`config.mk`:
```
export PLATFORM = sky130hd
export DESIGN_NAME = cg_enable_ctrl
export DESIGN_NICKNAME = d
export VERILOG_FILES = /design/src/rtl/cg_enable_ctrl.sv
export SDC_FILE = /design/constraint.sdc
export NUM_CORES = 1
export LEC_CHECK = 0
export ABC_AREA = 1
export CAP_MARGIN = 15
export CORE_UTILIZATION = 48
export DETAILED_ROUTE_END_ITERATION = 16
export PLACE_DENSITY = 0.73
export SLEW_MARGIN = 0
export SYNTH_ARGS = -nofsm -noshare
export SYNTH_HDL_FRONTEND = slang
export SYNTH_SLANG_ARGS = --single-unit
```
`constraint.sdc`:
```
create_clock -name clk -period 1.21 [get_ports clk]
set_input_delay 0.3025 -clock clk [delete_from_list [all_inputs] [get_ports clk]]
set_output_delay 0.3025 -clock clk [all_outputs]
set_load 0.005 [all_outputs]
```
`src/rtl/cg_enable_ctrl.sv`:
```
// Idle-detection clock-gate enable controller with a valid/ready hold-off during wake.
// Optional statistics counters (gated_cycles, wake_events) are enabled by defining CG_STATS_EN.
//
// state | meaning
// RUN   | clock on, accepting requests
// DRAIN | clock on, counting consecutive idle cycles
// OFF   | clock gated, requests held off
// WAKE  | clock on, settling before requests are accepted
module cg_enable_ctrl #(
    parameter int IDLE_CYCLES = 4,
    parameter int WAKE_CYCLES = 2,
    parameter int CNT_W       = 8
) (
    input  logic              clk,
    input  logic              rst_n,
    input  logic              req_valid,
    output logic              req_ready,
    input  logic              busy,
    input  logic              force_on,
    output logic              gate_en,
    output logic              gated
`ifdef CG_STATS_EN
    ,
    output logic [31:0]       gated_cycles,
    output logic [15:0]       wake_events
`endif
);

    localparam logic [1:0] ST_RUN   = 2'd0;
    localparam logic [1:0] ST_DRAIN = 2'd1;
    localparam logic [1:0] ST_OFF   = 2'd2;
    localparam logic [1:0] ST_WAKE  = 2'd3;

    localparam logic [CNT_W-1:0] CNT_ZERO  = '0;
    localparam logic [CNT_W-1:0] CNT_ONE   = CNT_W'(1);
    localparam logic [CNT_W-1:0] IDLE_LAST = CNT_W'(IDLE_CYCLES - 1);
    localparam logic [CNT_W-1:0] WAKE_LAST = CNT_W'(WAKE_CYCLES);

    logic [1:0]       r_state;
    logic [CNT_W-1:0] r_cnt;
    logic             r_gate_en;
    logic             r_req_ready;
    logic             r_gated;

    logic             w_act;
    logic [1:0]       w_state_nxt;
    logic [CNT_W-1:0] w_cnt_nxt;

    assign w_act = req_valid | busy | force_on;

    always_comb begin
        w_state_nxt = r_state;
        w_cnt_nxt   = r_cnt;
        case (r_state)
            ST_RUN: begin
                if (w_act) begin
                    w_cnt_nxt = CNT_ZERO;
                end else begin
                    w_state_nxt = ST_DRAIN;
                    w_cnt_nxt   = CNT_ONE;
                end
            end
            ST_DRAIN: begin
                // Activity on the final idle cycle still wins and keeps the clock on.
                if (w_act) begin
                    w_state_nxt = ST_RUN;
                    w_cnt_nxt   = CNT_ZERO;
                end else if (r_cnt == IDLE_LAST) begin
                    w_state_nxt = ST_OFF;
                    w_cnt_nxt   = CNT_ZERO;
                end else begin
                    w_cnt_nxt = r_cnt + CNT_ONE;
                end
            end
            ST_OFF: begin
                if (w_act) begin
                    w_state_nxt = ST_WAKE;
                    w_cnt_nxt   = CNT_ONE;
                end
            end
            ST_WAKE: begin
                if (r_cnt == WAKE_LAST) begin
                    w_state_nxt = ST_RUN;
                    w_cnt_nxt   = CNT_ZERO;
                end else begin
                    w_cnt_nxt = r_cnt + CNT_ONE;
                end
            end
            default: begin
                w_state_nxt = ST_RUN;
                w_cnt_nxt   = CNT_ZERO;
            end
        endcase
    end

    // Outputs are decoded from the next state so every output is a plain flop.
    always_ff @(posedge clk) begin
        if (!rst_n) begin
            r_state     <= ST_RUN;
            r_cnt       <= CNT_ZERO;
            r_gate_en   <= 1'b1;
            r_req_ready <= 1'b1;
            r_gated     <= 1'b0;
        end else begin
            r_state     <= w_state_nxt;
            r_cnt       <= w_cnt_nxt;
            r_gate_en   <= (w_state_nxt != ST_OFF);
            r_req_ready <= (w_state_nxt == ST_RUN) || (w_state_nxt == ST_DRAIN);
            r_gated     <= (w_state_nxt == ST_OFF);
        end
    end

    assign gate_en   = r_gate_en;
    assign req_ready = r_req_ready;
    assign gated     = r_gated;

`ifdef CG_STATS_EN
    logic [31:0] r_gated_cycles;
    logic [15:0] r_wake_events;

    always_ff @(posedge clk) begin
        if (!rst_n) begin
            r_gated_cycles <= '0;
            r_wake_events  <= '0;
        end else begin
            if ((r_state == ST_OFF) && (r_gated_cycles != 32'hFFFF_FFFF)) begin
                r_gated_cycles <= r_gated_cycles + 32'd1;
            end
            if ((r_state == ST_OFF) && (w_state_nxt == ST_WAKE) && (r_wake_events != 16'hFFFF)) begin
                r_wake_events <= r_wake_events + 16'd1;
            end
        end
    end

    assign gated_cycles = r_gated_cycles;
    assign wake_events  = r_wake_events;
`endif

endmodule

```
==> run metrics <==
status complete, but fails checks; failing checks negative setup slack; post-route setup slack -0.1316 ns; Max Clk Rate 745.4 MHz; crit path capture type flip-flop; Hold WS 0.5375 ns; via count 1,087; fraction of layout cells with a size suffix above 1 0.4551; core area 1559 um^2; vias in the first global route 813; top cell type's share of synthesized area 0.3118; Max-Cap Viols 0; Mapped Nets 143; Reg-to-Reg End r_state[0]$_SDFF_PN0_; Final TNS setup -0.8639 ns; synthesis-to-finish area growth 54.12%; Finished Layout Cells 183; asr flop ratio synth 0; critical-path cell list ha_4, inv_2, nor3_4, nand2_2, nand2_2, nand4_1, nand2_1, inv_1; Post-synth EDFFs 0; RSZ-0062 raised after global routing yes; mux share of post-synthesis cell area 0; Initial DRT Pass Iterations 4; number of core rows 14; total gr overflow 0; cell count after synthesis 136; wire per inst 15.62 um; synthesized flop and latch total 13; Seq/Total Area, Yosys 0.3118; area share of xor/xnor cells in the synthesized design 0; most area-hungry cell type in the Yosys netlist dfxtp_1; full die area 1909 um^2; placed cell count 172; CP startpoint kind flip-flop; reg-to-reg startpoint r_cnt[0]$_SDFFE_PN0P_; all-layer global routing usage 0.2355; Yosys cell types 18; Max transition margin 0.7331; Worst EP required 1.39 ns; Initial Utilization 0.5353; final wirelength 2858 um; CTS Hold Bufs 0; static leakage 0.6127 nW; largest net degree at the start of global routing 8; clock buffer depth 2; cell with the most instances after synthesis nand2_1; final hold viol count 0; Arrival @ worst endpoint 1.52 ns; Top-Level Pins 8; ys flop type dfxtp_1; Post-Synth Simple-Gate Area 0.4753; Residual DRC 0; Tmin final 1.342 ns; initial antenna violation count 0; Root Driver clkbuf_4; final setup fails 12; Layout Nets 175; antenna cell count 0; clock slew at reported path FFs 0.08 ns; Setup crit end r_state[0]$_SDFF_PN0_; # clock sinks 13; H-tree Lvls 1; most common library cells after synthesis nand2_1, inv_1, nand3_1, dfxtp_1, nor2_1; crit-path most repeated cell nand2_2; crit-path max FO 3; Synth Area in Compound Gates 0.04648; Final Skew 0.009857 ns; IR drop worst, VDD 0.0006742 V; Min-Delay Path Class reg -> reg; Crit Path Category reg -> reg; Hold Crit Start r_cnt[7]$_SDFFE_PN0P_; Worst-Margin Slew 0.3991 ns; Yosys warnings 0; syn avg cell area 6.136 um^2; Iter 0 DRT Violations 64; Skew-Pair Late Insertion Delay 0.29 ns; Slowest cell on crit path dfxtp_4; port buffer count 7; Final Max Tran Viols 0; Max stage delay on crit path 0.39 ns; crit path launch r_cnt[0]$_SDFFE_PN0P_; Avg Vias per Cell 5.940; placer congestion estimate 0.9114; Final HPWL DP 1537 um; PwrDens 746.0 nW/um^2; Final Core Density 0.8250; Post-DRT Antenna Nets 0; largest family of logic cells by synthesized area simple AND/OR/NAND/NOR gates; mapped cell area 834.6 um^2; first-pass GRT wire length 3394 um; die height 43.70 um; Synth Area in Adders 0.02999; largest cells by area after synthesis dfxtp_1, nand2_1, nand3_1, inv_1, nand4_1; pre-CTS setup slack -0.4181 ns; r2r setup slk -0.13 ns; R2R cell count 8; die extent in x 43.70 um; CTS buffer count 3; CTS tree done; Tcrit/Tclk final 1.109
## per-stage QoR
step	cell area (um^2)	total power [mW]
2_1_floorplan	844.6	0.5474
3_3_place_gp	1035	0.6207
3_5_place_dp	1035	0.6238
4_1_cts	1119	0.9107
5_1_grt	1286	0.9884
6_report	1286	0.9595
## logic make-up after synthesis
logic type,after synthesis
adders and majority gates,2
buffers and inverters,30
DFF,13
and+or+nand+nor,85
AOI/OAI and AO/OA,6
## cells in the final DEF (no fill, tap or decap), types with 2 or more instances in the layout
cell type	Yosys	layout
inv_4	0	3
nor2_2	2	6
nand4_1	8	8
dfxtp_1	13	6
ha_4	0	2
dfxtp_4	0	4
nand2_2	1	12
inv_1	24	19
nor2_1	9	4
nand2_4	0	3
nand2_1	42	28
clkbuf_4	0	3
nand3_2	0	4
dlygate4sd2_1	0	5
clkdlybuf4s50_1	0	2
nor2_4	3	4
nand3_1	18	13
o211ai_1	2	2
dfxtp_2	0	3
buf_6	0	6
inv_2	5	7
buf_4	0	15
## critical path, delay by kind of cell, from the launching register on
| family | cells | cell delay [ns] |
|---|---|---|
| buffers and inverters | 2 | 0.09 |
| AND/OR/NAND/NOR | 5 | 0.62 |
| adder cells (fa/ha/maj) | 1 | 0.14 |
| flip-flops | 1 | 0.39 |
## per-layer routing
| metal | part of all wire | track usage | wire length (um) |
|---|---|---|---|
| met5 | 0 | 0 | 0 |
| met4 | 0.066 | 0.1000 | 190 |
| met3 | 0.11 | 0.05833 | 315 |
| met2 | 0.45 | 0.3612 | 1276 |
| met1 | 0.38 | 0.3136 | 1075 |
## registers in the layout (all words and copies together) (netlist names)
register and flops:
gated 1, req_ready 1, r_cnt 8, gate_en 1, r_state 2
## repair_timing
item                                    in CTS  in global routing
pin swaps                                    8                 13
setup buffers                                3                  4
cloned                                       0                  0
endpoints found under the setup margin      16                 13
gates resized for setup                     22                 42
## worst min-delay path by stage
| stage | slack, ns | to | cells past startpoint |
|---|---|---|---|
| 3_3_place_gp | 0.50 | r_cnt[7]$_SDFFE_PN0P_ | 2 |
| 5_1_grt | 0.55 | r_cnt[7]$_SDFFE_PN0P_ | 2 |
| 3_5_place_dp | 0.50 | r_cnt[7]$_SDFFE_PN0P_ | 2 |
| 6_report | 0.54 | r_cnt[7]$_SDFFE_PN0P_ | 2 |
| 4_1_cts | 0.51 | r_cnt[7]$_SDFFE_PN0P_ | 2 |
| 2_1_floorplan | 0.47 | r_cnt[7]$_SDFFE_PN0P_ | 2 |
## layout make-up
cell class / instances / area, um^2
timing repair buffer: 28 / 244.0
fill: 93 / 272.8
sequential: 13 / 279.0
clock buffer: 4 / 26.28
inverter: 29 / 116.4
tap: 16 / 20.02
multi-input combinational: 93 / 600.6
## power breakdown
part	switching (mW)	leakage, nW	internal, mW
registers	0.0158	0.110	0.442
clock network	0.166	0.0150	0.128
logic	0.114	0.488	0.0941
No activity file was read; power rests on OpenSTA's default activity.
